<file path="config.mk">
export PLATFORM = sky130hd
export DESIGN_NAME = lfsr_rand_arbiter
export DESIGN_NICKNAME = d
export VERILOG_FILES = /design/src/rtl/lfsr_pkg.sv /design/src/rtl/lfsr10.sv /design/src/rtl/lfsr_rand_arbiter.sv
export SDC_FILE = /design/constraint.sdc
export NUM_CORES = 1
export LEC_CHECK = 0
export ABC_CLOCK_PERIOD_IN_PS = 5650
export CORE_ASPECT_RATIO = 1.2
export CORE_UTILIZATION = 42
export DETAILED_ROUTE_END_ITERATION = 6
export PLACE_DENSITY = 0.71
export SLEW_MARGIN = 20
export SYNTH_ARGS = -nofsm -noshare
export SYNTH_HDL_FRONTEND = slang
export SYNTH_SLANG_ARGS = --single-unit
</file>
<file path="constraint.sdc">
create_clock -name clk -period 5.65 [get_ports clk]
set_clock_uncertainty 0.1 [all_clocks]
set_input_delay 1.13 -clock clk [delete_from_list [all_inputs] [get_ports clk]]
set_output_delay 1.13 -clock clk [all_outputs]
set_load 0.005 [all_outputs]
</file>
<file path="src/rtl/lfsr_pkg.sv">
// Shared definitions for the LFSR random-value arbiter: LFSR geometry and FSM state type.
package lfsr_pkg;

  localparam int LFSR_W = 10;
  localparam int TAP_HI = 9;
  localparam int TAP_LO = 6;
  localparam logic [LFSR_W-1:0] LOCKUP_STATE = 10'h3FF;

  typedef enum logic [1:0] {
    IDLE,
    GRANT,
    REFRESH
  } arb_state_e;

endpackage

</file>
<file path="src/rtl/lfsr10.sv">
// 10-bit XNOR Fibonacci LFSR (taps 9 and 6) with a synchronous parallel load.
module lfsr10
  import lfsr_pkg::*;
(
  input  logic              clk,
  input  logic              reset,
  input  logic              load,
  input  logic [LFSR_W-1:0] load_val,
  output logic [LFSR_W-1:0] q
);

  // All-ones is the XNOR lock-up state, so a load or a stray arrival there is forced to zero.
  always_ff @(posedge clk) begin
    if (reset) begin
      q <= '0;
    end else if (load) begin
      q <= (load_val == LOCKUP_STATE) ? '0 : load_val;
    end else if (q == LOCKUP_STATE) begin
      q <= '0;
    end else begin
      q <= {q[LFSR_W-2:0], ~(q[TAP_HI] ^ q[TAP_LO])};
    end
  end

endmodule

</file>
<file path="src/rtl/lfsr_rand_arbiter.sv">
// Round-robin arbiter handing out 10-bit LFSR values, one grant per IDLE->GRANT->REFRESH pass.
// Optional seed loading is enabled by defining LFSR_SEED_LOAD_EN.
module lfsr_rand_arbiter
  import lfsr_pkg::*;
#(
  parameter int NUM_REQ    = 4,
  parameter int ADV_CYCLES = 1
) (
  input  logic               clk,
  input  logic               reset,
  input  logic [NUM_REQ-1:0] req,
  output logic [NUM_REQ-1:0] gnt,
  output logic [LFSR_W-1:0]  rand_out,
  output logic               busy
`ifdef LFSR_SEED_LOAD_EN
  ,
  input  logic               seed_load,
  input  logic [LFSR_W-1:0]  seed
`endif
);

  localparam int PTR_W = 3;

  arb_state_e         state;
  logic [PTR_W-1:0]   rr_ptr;
  logic [3:0]         refresh_cnt;
  logic [LFSR_W-1:0]  lfsr_q;
  logic               lfsr_load;
  logic [LFSR_W-1:0]  lfsr_load_val;

  logic               found;
  logic               hi_found;
  logic [PTR_W-1:0]   hi_win;
  logic [PTR_W-1:0]   lo_win;
  logic [PTR_W-1:0]   winner;
  logic [PTR_W-1:0]   rr_next;

`ifdef LFSR_SEED_LOAD_EN
  assign lfsr_load     = seed_load;
  assign lfsr_load_val = seed;
`else
  assign lfsr_load     = 1'b0;
  assign lfsr_load_val = '0;
`endif

  lfsr10 u_lfsr (
    .clk      (clk),
    .reset    (reset),
    .load     (lfsr_load),
    .load_val (lfsr_load_val),
    .q        (lfsr_q)
  );

  // Lowest request at or above rr_ptr wins; otherwise wrap to the lowest request overall.
  always_comb begin
    hi_found = 1'b0;
    hi_win   = '0;
    lo_win   = '0;
    for (int j = NUM_REQ - 1; j >= 0; j--) begin
      if (req[j]) begin
        lo_win = PTR_W'(j);
        if (PTR_W'(j) >= rr_ptr) begin
          hi_found = 1'b1;
          hi_win   = PTR_W'(j);
        end
      end
    end
    found   = |req;
    winner  = hi_found ? hi_win : lo_win;
    rr_next = (winner == PTR_W'(NUM_REQ - 1)) ? '0 : winner + 1'b1;
  end

  always_ff @(posedge clk) begin
    if (reset) begin
      state       <= IDLE;
      gnt         <= '0;
      rand_out    <= '0;
      busy        <= 1'b0;
      rr_ptr      <= '0;
      refresh_cnt <= '0;
    end else begin
      case (state)
        IDLE: begin
          if (found) begin
            state    <= GRANT;
            gnt      <= NUM_REQ'(1) << winner;
            rand_out <= lfsr_q;
            busy     <= 1'b1;
            rr_ptr   <= rr_next;
          end else begin
            gnt <= '0;
          end
        end
        GRANT: begin
          state       <= REFRESH;
          gnt         <= '0;
          refresh_cnt <= '0;
        end
        REFRESH: begin
          if (refresh_cnt == 4'(ADV_CYCLES - 1)) begin
            state       <= IDLE;
            busy        <= 1'b0;
            refresh_cnt <= '0;
          end else begin
            refresh_cnt <= refresh_cnt + 4'd1;
          end
        end
        default: begin
          state <= IDLE;
          gnt   <= '0;
          busy  <= 1'b0;
        end
      endcase
    end
  end

endmodule

</file>
==> results.json <==
{
  "status": "completed",
  "fmax_ghz": 0.324,
  "clock-root-buffer": "clkbuf_8",
  "globalplace.congestion": 0.828,
  "fp.dieW_um": 56.1,
  "ios": 21,
  "io_buffers": 20,
  "htree_levels": 2,
  "setup_viol": 0,
  "crit_type": "in -> reg",
  "period_needed_ps": 3090,
  "postCtsSetupBuffers": 0,
  "start_util_pct": 44.2,
  "antenna_found_initial": 0,
  "avgSynthCellArea_um2": 8.84,
  "cp_slowest_stage_delay_ps": 590,
  "clk_path_buf_depth": 2,
  "syn_inst": 167,
  "drtPass1Iterations": 4,
  "grt.total_usage_pct": 18.4,
  "critPathCaptureType": "flip-flop",
  "cts_resized": 0,
  "holdBufCountCts": 0,
  "hold_class": "reg -> reg",
  "gr-total-overflow": 0,
  "critPathRequiredTime_ps": 5780,
  "synth_seq_cells": 33,
  "powerDensity_nw_per_um2": 286,
  "grt_setup_unrepaired": "false",
  "slew_violations": 0,
  "crit_path_start_kind": "input port",
  "p_leak_nw": 0.675,
  "area_growth_pct": 21.7,
  "cts_tree": "yes",
  "drc": 0,
  "die_h_um": 67.0,
  "antenna_cells": 0,
  "wl_um": 3130,
  "crit_path_max_fanout": 5,
  "cts.clk_slew.worst_paths_ps": 70,
  "path_cells": "clkdlybuf4s50_1 -> inv_1 -> o32ai_1 -> nor2_1 -> ha_1 -> or3_1 -> nor3_1 -> a211o_1",
  "drive_above_1_share_pct": 6.95,
  "maxCapViolations": 0,
  "fp-row-count": 23,
  "synthesis.area_um2": 1480,
  "num_vias": 1222,
  "dieArea_um2": 3760,
  "wl_per_cell_um": 14.0,
  "clock_sinks": 33,
  "hold_viol": 0,
  "path_buf_inv": 2,
  "ant_nets": 0,
  "fin_crit_sh_pct": 54.6,
  "grt_pass1_vias": 1222,
  "fin_area_um2": 1800,
  "post_dp_cell_area_um2": 1690,
  "drt_iter0_drc": 27,
  "setup_tns_ps": 0,
  "fp.coreArea_um2": 3340,
  "relSlewSlack_pct": 52.1,
  "synth_fp_nets": 183,
  "numCtsBuffers": 5,
  "critPathTopFamily": "buffers and inverters",
  "dp_hpwl_um": 2150,
  "yosysWarnings": 0,
  "clock_latency_ps": 290,
  "grt_first_pass_wirelength_um": 5290,
  "ys_types": 39,
  "cp_slowest_cell": "clkdlybuf4s50_1",
  "fin_nets": 202,
  "vias_per_cell": 5.46,
  "utilization_pct": 53.8,
  "ir_drop_uv": 198,
  "synth-seq-area-share_pct": 44.7,
  "worstPathArrival_ps": 3220,
  "tightestPinTransition_ps": 716,
  "grt_max_degree": 30
}
## worst reg2reg max path, cell delays in order (launching register included)
cell	delay, ps
dfxtp_1	470
a21boi_0	140
o32ai_1	240
nor2_1	120
ha_1	230
or3_1	350
nor3_1	150
a211o_1	120
## final cells by class
type	instances	area (µm²)
clock buffers	5	68.8
clock inverters	3	22.5
fillers	310	1540
inverters	8	30.0
multi-input cells	117	761
flip-flops and latches	33	661
well taps	37	46.3
repair buffers	21	208
## Yosys cell counts
| master | instances | area [µm²] |
|---|---|---|
| or3_1 | 1 | 6.26 |
| nand2b_1 | 2 | 12.5 |
| and2_1 | 10 | 62.6 |
| dfxtp_1 | 33 | 661 |
| nor2b_1 | 2 | 12.5 |
| nand3b_1 | 4 | 30.0 |
| a21boi_0 | 1 | 7.51 |
| o41ai_2 | 1 | 16.3 |
| and4_1 | 2 | 17.5 |
| o32ai_1 | 1 | 8.76 |
| a211oi_1 | 1 | 7.51 |
| o41a_1 | 1 | 11.3 |
| mux2i_1 | 2 | 20.0 |
| a21oi_1 | 21 | 105 |
| nand4b_1 | 1 | 8.76 |
| or2_2 | 1 | 6.26 |
| clkbuf_1 | 7 | 26.3 |
| o22a_1 | 1 | 8.76 |
| nand2_1 | 31 | 116 |
| inv_1 | 8 | 30.0 |
| or4_1 | 2 | 15.0 |
| a22oi_1 | 1 | 7.51 |
| nor3_1 | 3 | 15.0 |
| nand3_1 | 2 | 10.0 |
| a21o_2 | 1 | 8.76 |
| a41oi_1 | 1 | 8.76 |
| o221ai_1 | 1 | 8.76 |
| a21o_1 | 1 | 7.51 |
| a221oi_2 | 1 | 15.0 |
| nor4_1 | 1 | 6.26 |
| nor2_1 | 3 | 11.3 |
| or3b_1 | 1 | 8.76 |
| nand4_1 | 1 | 6.26 |
| a211o_1 | 2 | 17.5 |
| buf_2 | 2 | 10.0 |
| xnor2_1 | 1 | 8.76 |
| o22ai_1 | 1 | 6.26 |
| o21ai_0 | 1 | 5.00 |
| ha_1 | 10 | 125 |
## metal layers
layer  vias up  part of all wire (%)  track usage (%)
li1        608                     -                -
met1       579                    44             19.9
met2        23                    49             30.7
met3        12                   3.8             6.02
met4         0                   3.1             12.5
met5         -                     0                0
## power by group
group	leakage (nW)	internal [W]	switching [W]
Sequential	0.269	0.000244	0.0000104
Combinational	0.370	0.0000381	0.0000460
Clock	0.0364	0.0000862	0.0000892
Total	0.675	0.000368	0.000146
## final timing paths
| check | start | end | slack [ps] | cells after the start |
|---|---|---|---|---|
| min | rand_out[4]$_SDFFE_PP0P_ | rand_out[4]$_SDFFE_PP0P_ | 360 | 2 |
| min reg2reg | rand_out[4]$_SDFFE_PP0P_ | rand_out[4]$_SDFFE_PP0P_ | 360 | 2 |
| max | req[2] | rr_ptr[0]$_SDFFE_PP0P_ | 2570 | 8 |
| max reg2reg | rr_ptr[1]$_SDFFE_PP0P_ | rr_ptr[0]$_SDFFE_PP0P_ | 3680 | 7 |
## cell usage in the layout (no fill, tap or decap), drive strengths merged, types with 2 or more instances in the layout
cell           count
nand2             31
ha                10
clkbuf             5
clkinvlp           3
nand3              2
a211o              2
inv                8
a21oi             21
nor3               3
and2              10
clkdlybuf4s50     20
nand3b             4
nor2b              2
or4                2
and4               2
nor2               3
dfxtp             33
mux2i              2
a21o               2
nand2b             2
## stage by stage
step	setup slack [ps]	hold WS, ps	power (W)	instances
6_report	2570	363	0.000514	224
5_1_grt	2430	380	0.000540	224
4_1_cts	2600	363	0.000517	224
3_5_place_dp	2290	351	0.000341	216
3_3_place_gp	2420	349	0.000338	216
2_1_floorplan	3140	336	0.000312	167
## logic make-up after synthesis
family                   count (synthesis)  share of synthesized area (%)
flip-flops                              33                           44.7
buffers and inverters                   17                           4.49
AND/OR/NAND/NOR                         67                           23.4
adder cells (fa/ha/maj)                 10                           8.47
multiplexers                             2                           1.36
XOR/XNOR                                 1                          0.593
AO/OA/AOI/OAI                           37                           17.0
## sequential cells by signal, summed over array words and instances, names as in the netlist
| signal | flops |
|---|---|
| rr_ptr | 2 |
| rand_out | 10 |
| busy | 1 |
| refresh_cnt | 4 |
| state | 2 |
| gnt | 4 |
| u_lfsr.q | 10 |
Power figures use the tool's default switching activity.
